## config.mk

```make
export PLATFORM = sky130hd
export DESIGN_NAME = fp_addsub_pipe_flat
export DESIGN_NICKNAME = d
export VERILOG_FILES = /design/src/rtl/fp_addsub_pipe_if.sv /design/src/rtl/fp_addsub_pipe.sv /design/src/flat_wrapper.sv
export SDC_FILE = /design/constraint.sdc
export NUM_CORES = 1
export LEC_CHECK = 0
export ABC_AREA = 1
export CAP_MARGIN = 20
export CELL_PAD_IN_SITES_DETAIL_PLACEMENT = 2
export CELL_PAD_IN_SITES_GLOBAL_PLACEMENT = 2
export CORE_ASPECT_RATIO = 1.25
export CORE_MARGIN = 3
export CORE_UTILIZATION = 33
export CTS_CLUSTER_SIZE = 8
export DETAILED_ROUTE_END_ITERATION = 10
export GPL_ROUTABILITY_DRIVEN = 0
export GPL_TIMING_DRIVEN = 0
export HOLD_SLACK_MARGIN = 0.02
export PLACE_DENSITY = 0.9
export SETUP_SLACK_MARGIN = 0.5
export SLEW_MARGIN = 15
export SYNTH_ARGS = -nofsm -noshare
export SYNTH_HDL_FRONTEND = slang
export SYNTH_SLANG_ARGS = --single-unit
```

## constraint.sdc

```tcl
create_clock -name clk -period 6 [get_ports clk]
set_input_delay 1.2 -clock clk [delete_from_list [all_inputs] [get_ports clk]]
set_output_delay 1.2 -clock clk [all_outputs]
set_load 0.005 [all_outputs]
```

## src/rtl/fp_addsub_pipe_if.sv

```systemverilog
`default_nettype none
// +----------------------------------------------------------------------+
// | Module      : fp_addsub_pipe_if                                      |
// | Description : Operand/result handshake bundle for fp_addsub_pipe.    |
// |               The master side offers operands and accepts results;   |
// |               the slave side is the adder pipeline.                  |
// | Revision    : 1.0 - initial release                                  |
// +----------------------------------------------------------------------+
interface fp_addsub_pipe_if #(
  parameter int EXP_W = 8,
  parameter int MAN_W = 23
);
  localparam int W = 1 + EXP_W + MAN_W;

  logic         in_valid;
  logic         in_ready;
  logic [W-1:0] in_a;
  logic [W-1:0] in_b;
  logic         in_op;
  logic         out_valid;
  logic         out_ready;
  logic [W-1:0] out_data;
  logic [3:0]   out_flags;

  modport master (
    output in_valid, in_a, in_b, in_op, out_ready,
    input  in_ready, out_valid, out_data, out_flags
  );

  modport slave (
    input  in_valid, in_a, in_b, in_op, out_ready,
    output in_ready, out_valid, out_data, out_flags
  );
endinterface
`default_nettype wire

```

## src/rtl/fp_addsub_pipe.sv

```systemverilog
`default_nettype none
// +----------------------------------------------------------------------+
// | Module      : fp_addsub_pipe                                         |
// | Description : Three-stage IEEE-754-style add/subtract with           |
// |               valid/ready flow control, round-to-nearest-even,       |
// |               denormal flush and NaN/inf/over/underflow handling.    |
// |               S1 align, S2 add, S3 normalise/round (output regs).    |
// | Revision    : 1.0 - initial release                                  |
// +----------------------------------------------------------------------+
module fp_addsub_pipe #(
  parameter int EXP_W = 8,
  parameter int MAN_W = 23
) (
  input  logic            clk,
  input  logic            rst_n,
  fp_addsub_pipe_if.slave bus
);
  localparam int W    = 1 + EXP_W + MAN_W;
  localparam int XW   = MAN_W + 4;          // hidden, fraction, guard, round, sticky
  localparam int SW   = XW + 1;             // plus carry
  localparam int EW   = EXP_W + 2;          // internal exponent, two's complement
  localparam int LZ_W = $clog2(XW + 1);
  localparam logic [EXP_W-1:0] EXP_MAX = {EXP_W{1'b1}};
  localparam logic [W-1:0]     QNAN    = {1'b0, EXP_MAX, 1'b1, {(MAN_W-1){1'b0}}};

  // Whole pipeline advances together; nothing moves while the output is stalled.
  logic adv;
  assign adv          = !bus.out_valid || bus.out_ready;
  assign bus.in_ready = adv;

  // ---------------------------------------------------------------- S1 --
  logic               a_sign, b_sign, a_zero, b_zero, a_inf, b_inf, a_nan, b_nan;
  logic [EXP_W-1:0]   a_exp, b_exp;
  logic [W-2:0]       a_mag, b_mag, big_mag, sml_mag;
  logic [MAN_W:0]     big_man, sml_man;
  logic               swap;
  logic [31:0]        shamt;
  logic [2*XW-1:0]    wide;

  logic               s1_valid_q;
  logic               s1_sign_a_d, s1_sign_a_q, s1_sign_b_d, s1_sign_b_q;
  logic [EXP_W-1:0]   s1_exp_d, s1_exp_q;
  logic [XW-1:0]      s1_ma_d, s1_ma_q, s1_mb_d, s1_mb_q;
  logic               s1_spec_d, s1_spec_q;
  logic [W-1:0]       s1_sdata_d, s1_sdata_q;
  logic [3:0]         s1_sflags_d, s1_sflags_q;

  // Decode, order by magnitude, align the smaller operand and resolve special inputs.
  always_comb begin
    a_sign = bus.in_a[W-1];
    b_sign = bus.in_b[W-1] ^ bus.in_op;
    a_exp  = bus.in_a[W-2:MAN_W];
    b_exp  = bus.in_b[W-2:MAN_W];
    a_zero = (a_exp == '0);
    b_zero = (b_exp == '0);
    a_inf  = (a_exp == EXP_MAX) && (bus.in_a[MAN_W-1:0] == '0);
    b_inf  = (b_exp == EXP_MAX) && (bus.in_b[MAN_W-1:0] == '0);
    a_nan  = (a_exp == EXP_MAX) && (bus.in_a[MAN_W-1:0] != '0);
    b_nan  = (b_exp == EXP_MAX) && (bus.in_b[MAN_W-1:0] != '0);
    // Denormals are flushed: their fraction must not influence ordering.
    a_mag  = a_zero ? '0 : bus.in_a[W-2:0];
    b_mag  = b_zero ? '0 : bus.in_b[W-2:0];
    swap   = (b_mag > a_mag);
    big_mag = swap ? b_mag : a_mag;
    sml_mag = swap ? a_mag : b_mag;
    s1_sign_a_d = swap ? b_sign : a_sign;
    s1_sign_b_d = swap ? a_sign : b_sign;
    s1_exp_d    = big_mag[W-2:MAN_W];
    big_man = {(big_mag[W-2:MAN_W] != '0), big_mag[MAN_W-1:0]};
    sml_man = {(sml_mag[W-2:MAN_W] != '0), sml_mag[MAN_W-1:0]};
    s1_ma_d = {big_man, 3'b000};
    shamt   = 32'(big_mag[W-2:MAN_W] - sml_mag[W-2:MAN_W]);
    wide    = {sml_man, 3'b000, {XW{1'b0}}} >> shamt;
    if (shamt >= 32'(XW - 1)) begin
      s1_mb_d = {{(XW-1){1'b0}}, |sml_man};
    end else begin
      s1_mb_d = {wide[2*XW-1:XW+1], wide[XW] | (|wide[XW-1:0])};
    end

    s1_spec_d   = 1'b0;
    s1_sdata_d  = '0;
    s1_sflags_d = 4'b0000;
    if (a_nan || b_nan || (a_inf && b_inf && (a_sign != b_sign))) begin
      s1_spec_d   = 1'b1;
      s1_sdata_d  = QNAN;
      s1_sflags_d = 4'b1000;
    end else if (a_inf) begin
      s1_spec_d  = 1'b1;
      s1_sdata_d = {a_sign, EXP_MAX, {MAN_W{1'b0}}};
    end else if (b_inf) begin
      s1_spec_d  = 1'b1;
      s1_sdata_d = {b_sign, EXP_MAX, {MAN_W{1'b0}}};
    end else if (a_zero && b_zero) begin
      s1_spec_d  = 1'b1;
      s1_sdata_d = {a_sign & b_sign, {(W-1){1'b0}}};
    end
  end

  // S1 pipeline register.
  always_ff @(posedge clk or negedge rst_n) begin
    if (!rst_n) begin
      s1_valid_q  <= 1'b0;
      s1_sign_a_q <= 1'b0;
      s1_sign_b_q <= 1'b0;
      s1_exp_q    <= '0;
      s1_ma_q     <= '0;
      s1_mb_q     <= '0;
      s1_spec_q   <= 1'b0;
      s1_sdata_q  <= '0;
      s1_sflags_q <= '0;
    end else if (adv) begin
      s1_valid_q  <= bus.in_valid;
      s1_sign_a_q <= s1_sign_a_d;
      s1_sign_b_q <= s1_sign_b_d;
      s1_exp_q    <= s1_exp_d;
      s1_ma_q     <= s1_ma_d;
      s1_mb_q     <= s1_mb_d;
      s1_spec_q   <= s1_spec_d;
      s1_sdata_q  <= s1_sdata_d;
      s1_sflags_q <= s1_sflags_d;
    end
  end

  // ---------------------------------------------------------------- S2 --
  logic [SW-1:0]      s2_sum_d, s2_sum_q;
  logic               s2_valid_q, s2_sign_q, s2_spec_q;
  logic [EXP_W-1:0]   s2_exp_q;
  logic [W-1:0]       s2_sdata_q;
  logic [3:0]         s2_sflags_q;

  // Magnitude add/subtract; A >= B so the difference is never negative.
  always_comb begin
    if (s1_sign_a_q ^ s1_sign_b_q) begin
      s2_sum_d = {1'b0, s1_ma_q} - {1'b0, s1_mb_q};
    end else begin
      s2_sum_d = {1'b0, s1_ma_q} + {1'b0, s1_mb_q};
    end
  end

  // S2 pipeline register.
  always_ff @(posedge clk or negedge rst_n) begin
    if (!rst_n) begin
      s2_valid_q  <= 1'b0;
      s2_sign_q   <= 1'b0;
      s2_exp_q    <= '0;
      s2_sum_q    <= '0;
      s2_spec_q   <= 1'b0;
      s2_sdata_q  <= '0;
      s2_sflags_q <= '0;
    end else if (adv) begin
      s2_valid_q  <= s1_valid_q;
      s2_sign_q   <= s1_sign_a_q;
      s2_exp_q    <= s1_exp_q;
      s2_sum_q    <= s2_sum_d;
      s2_spec_q   <= s1_spec_q;
      s2_sdata_q  <= s1_sdata_q;
      s2_sflags_q <= s1_sflags_q;
    end
  end

  // ---------------------------------------------------------------- S3 --
  logic [LZ_W-1:0]    lz;
  logic [XW-1:0]      norm;
  logic [EW-1:0]      e_norm, e_fin;
  logic [MAN_W+1:0]   mant_r;
  logic [MAN_W-1:0]   frac_fin;
  logic               rnd_up, inexact;
  logic [W-1:0]       res_data_d, out_data_q;
  logic [3:0]         res_flags_d, out_flags_q;
  logic               out_valid_q;

  // Normalise, round to nearest even, then apply the exception priority.
  always_comb begin
    lz = LZ_W'(XW);
    for (int i = 0; i < XW; i++) begin
      if (s2_sum_q[i]) lz = LZ_W'(XW - 1 - i);
    end
    if (s2_sum_q[SW-1]) begin
      norm   = {s2_sum_q[SW-1:2], s2_sum_q[1] | s2_sum_q[0]};
      e_norm = {2'b00, s2_exp_q} + EW'(1);
    end else begin
      norm   = s2_sum_q[XW-1:0] << lz;
      e_norm = {2'b00, s2_exp_q} - EW'(lz);
    end
    inexact = norm[2] | norm[1] | norm[0];
    rnd_up  = norm[2] & (norm[1] | norm[0] | norm[3]);
    mant_r  = {1'b0, norm[XW-1:3]} + (MAN_W+2)'(rnd_up);
    if (mant_r[MAN_W+1]) begin
      e_fin    = e_norm + EW'(1);
      frac_fin = mant_r[MAN_W:1];
    end else begin
      e_fin    = e_norm;
      frac_fin = mant_r[MAN_W-1:0];
    end

    res_data_d  = {s2_sign_q, e_fin[EXP_W-1:0], frac_fin};
    res_flags_d = {3'b000, inexact};
    if (s2_spec_q) begin
      res_data_d  = s2_sdata_q;
      res_flags_d = s2_sflags_q;
    end else if (s2_sum_q == '0) begin
      res_data_d  = '0;
      res_flags_d = 4'b0000;
    end else if (!e_fin[EW-1] && (e_fin >= {2'b00, EXP_MAX})) begin
      res_data_d  = {s2_sign_q, EXP_MAX, {MAN_W{1'b0}}};
      res_flags_d = 4'b0101;
    end else if (e_norm[EW-1] || (e_norm == '0)) begin
      res_data_d  = {s2_sign_q, {(W-1){1'b0}}};
      res_flags_d = 4'b0011;
    end
  end

  // S3 / output register.
  always_ff @(posedge clk or negedge rst_n) begin
    if (!rst_n) begin
      out_valid_q <= 1'b0;
      out_data_q  <= '0;
      out_flags_q <= '0;
    end else if (adv) begin
      out_valid_q <= s2_valid_q;
      out_data_q  <= res_data_d;
      out_flags_q <= res_flags_d;
    end
  end

  assign bus.out_valid = out_valid_q;
  assign bus.out_data  = out_data_q;
  assign bus.out_flags = out_flags_q;
endmodule
`default_nettype wire

```

## src/flat_wrapper.sv

```systemverilog
// flat-port wrapper written by rule: the top's interface ports become plain ports
module fp_addsub_pipe_flat 
#(
  parameter int EXP_W = 8,
  parameter int MAN_W = 23
)
  (clk, rst_n, bus_in_valid, bus_in_a, bus_in_b, bus_in_op, bus_out_ready, bus_in_ready, bus_out_valid, bus_out_data, bus_out_flags);
  fp_addsub_pipe_if #(.EXP_W(EXP_W), .MAN_W(MAN_W)) bus_i ();
  input  logic clk;
  input  logic rst_n;
  input wire logic [$bits(bus_i.in_valid)-1:0] bus_in_valid;
  input wire logic [$bits(bus_i.in_a)-1:0] bus_in_a;
  input wire logic [$bits(bus_i.in_b)-1:0] bus_in_b;
  input wire logic [$bits(bus_i.in_op)-1:0] bus_in_op;
  input wire logic [$bits(bus_i.out_ready)-1:0] bus_out_ready;
  output wire logic [$bits(bus_i.in_ready)-1:0] bus_in_ready;
  output wire logic [$bits(bus_i.out_valid)-1:0] bus_out_valid;
  output wire logic [$bits(bus_i.out_data)-1:0] bus_out_data;
  output wire logic [$bits(bus_i.out_flags)-1:0] bus_out_flags;
  assign bus_i.in_valid = bus_in_valid;
  assign bus_i.in_a = bus_in_a;
  assign bus_i.in_b = bus_in_b;
  assign bus_i.in_op = bus_in_op;
  assign bus_i.out_ready = bus_out_ready;
  assign bus_in_ready = bus_i.in_ready;
  assign bus_out_valid = bus_i.out_valid;
  assign bus_out_data = bus_i.out_data;
  assign bus_out_flags = bus_i.out_flags;
  fp_addsub_pipe #(.EXP_W(EXP_W), .MAN_W(MAN_W)) u_core (.clk(clk), .rst_n(rst_n), .bus(bus_i));
endmodule
```

==> results of run 1 <==
## metrics by stage
stage,cell area [um2],instances,hold slack (ns)
4_1_cts,19500,3225,0.487
2_1_floorplan,14800,2419,0.440
3_3_place_gp,16600,3097,0.452
3_5_place_dp,16600,3098,0.468
## cells by family after synthesis
logic type | count (synthesis) | share of synthesized area
fa+ha+maj | 93 | 0.0799
simple gates | 1357 | 0.396
buf+inv | 379 | 0.100
flops | 145 | 0.246
xor+xnor | 57 | 0.0338
compound gates | 388 | 0.144
## timing repair
item,CTS
gates resized for setup,495
buffers inserted,85
setup endpoints to repair,86
cloned,10
hold buffers,0
pin swaps,104
endpoints found under the hold margin,0
## per-layer routing
layer  GRT overflow  track usage
met3             27        0.693
met5              3        0.337
met2           1237         1.07
met4            471        0.950
met1             28        0.821
==> summary.txt, run 1 <==
Synthesis
  • Syn nets: 2581
  • Yosys reg bits: 145
  • Synth top area cells: dfrtp_1 (25%), nand2_1 (19%), nand3_1 (10%)
  • Ys Warns: 0
  • Cell with the most instances after synthesis: nand2_1
  • EDFF count, synth: 0
  • Fraction of registers with async set or reset after synthesis: 1.00
  • Top cell type's share of synthesized area: 0.246
  • Mapped Area: 14800 um2
  • Post-Synthesis Cells: 2419
  • Area leader, netlist: dfrtp_1
  • Seq/Total Area, Yosys: 0.246
  • Netlist cell types: 53
  • Top FF cell, synth: dfrtp_1
  • Synth Area per Inst: 6.10 um2
  • Synth top cells by count: nand2_1 (746), nand3_1 (306), inv_1 (257)

Global routing
  • Largest net degree at the start of global routing: 91
  • Gr usage total: 0.870
  • Global route total overflow: 1766

Floorplanning
  • I/O pin cnt: 107
  • Die W: 195 um
  • Initial Util: 0.334
  • Chip height: 242 um
  • Placement row count: 86

Clock network
  • H-tree depth: 4
  • Inserted Clock Buffers: 17
  • Clk sinks: 145
  • Longest Clk Path Bufs: 2
  • Root buf cell: clkbuf_16

Timing
  • WEP type: register data pin
  • Worst Endpoint after GRT Repair: u_core.s1_mb_q[0]$_DFFE_PN0P_/D

Placed design
  • Port Buffers: 106
  • Worst Setup Slack post-DPL: -2.12 ns
  • Hpwl dp: 62900 um

Run status
  • Status: did not finish
  • Tool Error: [ERROR GRT-0232] Routing congestion too high. Check the congestion heatmap in the GUI.
  • Last stage: global routing (5_1_grt)
==> run 2: changes to the inputs <==
- CELL_PAD_IN_SITES_DETAIL_PLACEMENT: 2 -> not set
- CELL_PAD_IN_SITES_GLOBAL_PLACEMENT: 2 -> not set
- CORE_ASPECT_RATIO: 1.25 -> not set
- CORE_UTILIZATION: 33 -> 32
- CTS_CLUSTER_SIZE: 8 -> not set
- HOLD_SLACK_MARGIN: 0.02 -> not set
- PLACE_DENSITY: 0.9 -> not set
- PLACE_DENSITY_LB_ADDON: not set -> 0.15
- SETUP_SLACK_MARGIN: 0.5 -> not set
==> run 2 against run 1 <==
  * The run now ends clean
  * Area after synthesis stayed put
  * Synthesized cell count unchanged
==> summary.txt, run 2 <==
Pwr
  • Switching Fraction: 0.541
  • PD cells: 455 nW/um2
  • Static Leak: 8.97 nW
  • Internal: 0.00386 W
  • Seq pwr share: 0.194
  • Comb pwr share: 0.679
  • Clock share of power: 0.127
  • Worst VDD drop: 247 uV
  • Sw power: 0.00455 W

Global routing
  • Antenna violations before repair: 0
  • Gr busiest metal: met2
  • Global-route wire length before repair: 89500 um
  • Global route total overflow: 0
  • Met3 global-route usage: 0.0291
  • Gr usage total: 0.235
  • Largest net degree at the start of global routing: 95
  • Vias in the first global route: 16400
  • Met2 usage: 0.389
  • M1 GR Usage: 0.308

Finish
  • P&R area growth vs syn: 25.2%
  • Layout fillers: 4920
  • Finished Cell Area: 18500 um2
  • Final core occ: 0.406
  • Sequential Area: 3630 um2
  • Layout cells sized above 1: 0.128
  • Max FFs per register: 32
  • Inserted Diodes: 0
  • Commonest non-fill, non-tap cell in the layout: nand2_1
  • Final net count: 2761
  • Non-Filler Instances: 3212
  • Commonest non-fill, non-tap cells in the layout: nand2_1 (705), nand3_1 (252), inv_1 (233)
  • Area of the multi-input gates: 10400 um2

Detailed routing
  • Drt pass-1 iters: 6
  • Final antenna-violating net count: 0
  • Residual DRC count: 0
  • DR vias: 17000
  • WL per Instance: 18.0 um
  • WL final: 58000 um
  • Via density: 5.31
  • Starting DRT DRC Count: 1396

Critical path
  • FF-to-FF End: u_core.bus.out_data[22]
  • Startpoint Class: input port
  • CP max-delay cell: or4_4
  • Crit path DAT: 6.18 ns
  • Slowest stage delay, CP: 0.60 ns
  • CP most frequent cell: nand2_1
  • Reg2reg path depth: 46
  • Worst R2R Setup Slack: 0.57 ns
  • Critical R2R Launch: u_core.s2_sum_q[1]
  • CP required: 6.35 ns
  • Crit path max fanout: 10
  • Setup crit end kind: flop
  • CP Class: in -> reg

Flow run
  • Max Cap Viol: 0

Timing
  • Setup TNS: 0 ns
  • Unrepaired setup endpoints after global routing: yes
  • Setup violation total in the final timing report: 0
  • Fin. Hold Viols: 0
  • Slew @ Worst Pin: 1.10 ns
  • Post-layout min period: 5.84 ns
  • Tcrit/Tclk final: 0.973
  • Fmax achieved: 171 MHz
  • Slew HR: 0.262
  • Fin Clk Skew: 0.00919 ns
  • Final WS setup: 0.164 ns
  • Slew Limit Fails: 0

Floorplanning
  • Initial Util: 0.324
  • Placement row count: 78
  • Core box area: 45500 um2
  • Die W: 221 um
  • I/O pin cnt: 107
  • Die area: 48700 um2
  • Chip height: 221 um

Synthesis
  • Area leader, netlist: dfrtp_1
  • Fraction of registers with async set or reset after synthesis: 1.00
  • Synth top area cells: dfrtp_1 (25%), nand2_1 (19%), nand3_1 (10%)
  • Yosys reg bits: 145
  • Mapped Area: 14800 um2
  • Seq/Total Area, Yosys: 0.246
  • EDFF count, synth: 0
  • Post-Synthesis Cells: 2419
  • Cell with the most instances after synthesis: nand2_1
  • Synth top cells by count: nand2_1 (746), nand3_1 (306), inv_1 (257)
  • Synth Area per Inst: 6.10 um2
  • Netlist cell types: 53
  • Top FF cell, synth: dfrtp_1
  • Syn nets: 2581
  • Top cell type's share of synthesized area: 0.246
  • Ys Warns: 0

Run status
  • Status: finished, final reports clean

Placed design
  • Worst Setup Slack post-DPL: -2.36 ns
  • Dpl cells: 3126
  • Port Buffers: 106
  • Hpwl dp: 46400 um
  • Placed cell areas: 16600 um2

Clock network
  • Clock-pin slew on the worst setup and hold paths: 0.07 ns
  • Clock latency on the worst-skew pair: 0.45 ns
  • Inserted Clock Buffers: 17
  • Clk sinks: 145
  • Root buf cell: clkbuf_16
  • CTS tree: built
  • Longest Clk Path Bufs: 2
  • H-tree depth: 4

Hold path
  • Worst Min Path Start: u_core.s2_valid_q
  • Hold Path End: u_core.bus.out_valid
  • Hold Path Stages: 1
  • Hold WC Path Type: reg -> reg
==> run 2: cell counts after synthesis <==
No cell type changed its count.
==> run 2: kinds of logic (layout without fill, tap and decap cells) <==
group	count (synthesis)	count (layout)	synth area share
simple gates	1357	1358	0.396
fa+ha+maj	93	93	0.0799
buf+inv	379	571	0.100
flops	145	145	0.246
xor+xnor	57	57	0.0338
compound gates	388	388	0.144
==> run 2: metal layers <==
layer,routed length (um),vias up
met2,26600,573
met4,2600,0
li1,-,8373
met5,0,-
met1,25800,7969
met3,2920,131
==> run 2: power by group through the flow <==
stage	Sequential, W	Clock [W]	Combinational (W)
3_3_place_gp	0.00164	0	0.00530
2_1_floorplan	0.00152	0	0.00368
4_1_cts	0.00163	0.00109	0.00544
3_5_place_dp	0.00164	0	0.00531
5_1_grt	0.00167	0.00112	0.00638
6_report	0.00163	0.00107	0.00571
==> run 2: what timing repair did <==
| item | in CTS | in global routing |
|---|---|---|
| pin swaps | 26 | 47 |
| endpoints found under the setup margin | 50 | 46 |
| hold buffers | 0 | 0 |
| buffers inserted | 23 | 29 |
| resized for setup | 143 | 175 |
| gates cloned | 1 | 1 |
==> run 2: through the flow <==
step / hold slack (ns) / total power (W)
2_1_floorplan: 0.440 / 0.00520
3_3_place_gp: 0.455 / 0.00694
3_5_place_dp: 0.465 / 0.00695
4_1_cts: 0.481 / 0.00815
5_1_grt: 0.496 / 0.00917
6_report: 0.476 / 0.00841
==> run 2: worst max-delay path by stage <==
| stage | start | to | cells after the start |
|---|---|---|---|
| 2_1_floorplan | bus_in_b[23] | u_core.s1_mb_q[0] | 37 |
| 4_1_cts | bus_in_a[28] | u_core.s1_mb_q[0] | 42 |
| 3_3_place_gp | rst_n | u_core.bus.out_data[27] | 1 |
| 5_1_grt | bus_in_a[23] | u_core.s1_mb_q[0] | 42 |
| 3_5_place_dp | bus_in_b[26] | u_core.s1_mb_q[0] | 41 |
| 6_report | bus_in_a[23] | u_core.s1_mb_q[0] | 33 |
==> run 2: worst max-delay path: cells and delay by family <==
kind                       cells  cell delay (ns)
and+or+nand+nor               20             2.34
buffers and inverters          9             1.87
adders and majority gates      2             0.54
AOI/OAI and AO/OA              2             0.20
==> run 2: final cells by class <==
| class | count | share of cell area |
|---|---|---|
| Buffer | 112 | 0.0327 |
| Sequential cell | 145 | 0.196 |
| Clock buffer | 19 | 0.0245 |
| Inverter | 267 | 0.0550 |
| Timing Repair Buffer | 160 | 0.0818 |
| Multi-Input combinational cell | 1896 | 0.562 |
| Tap cell | 600 | 0.0406 |
| Clock inverter | 13 | 0.00677 |
No activity file was read; power rests on OpenSTA's default activity.
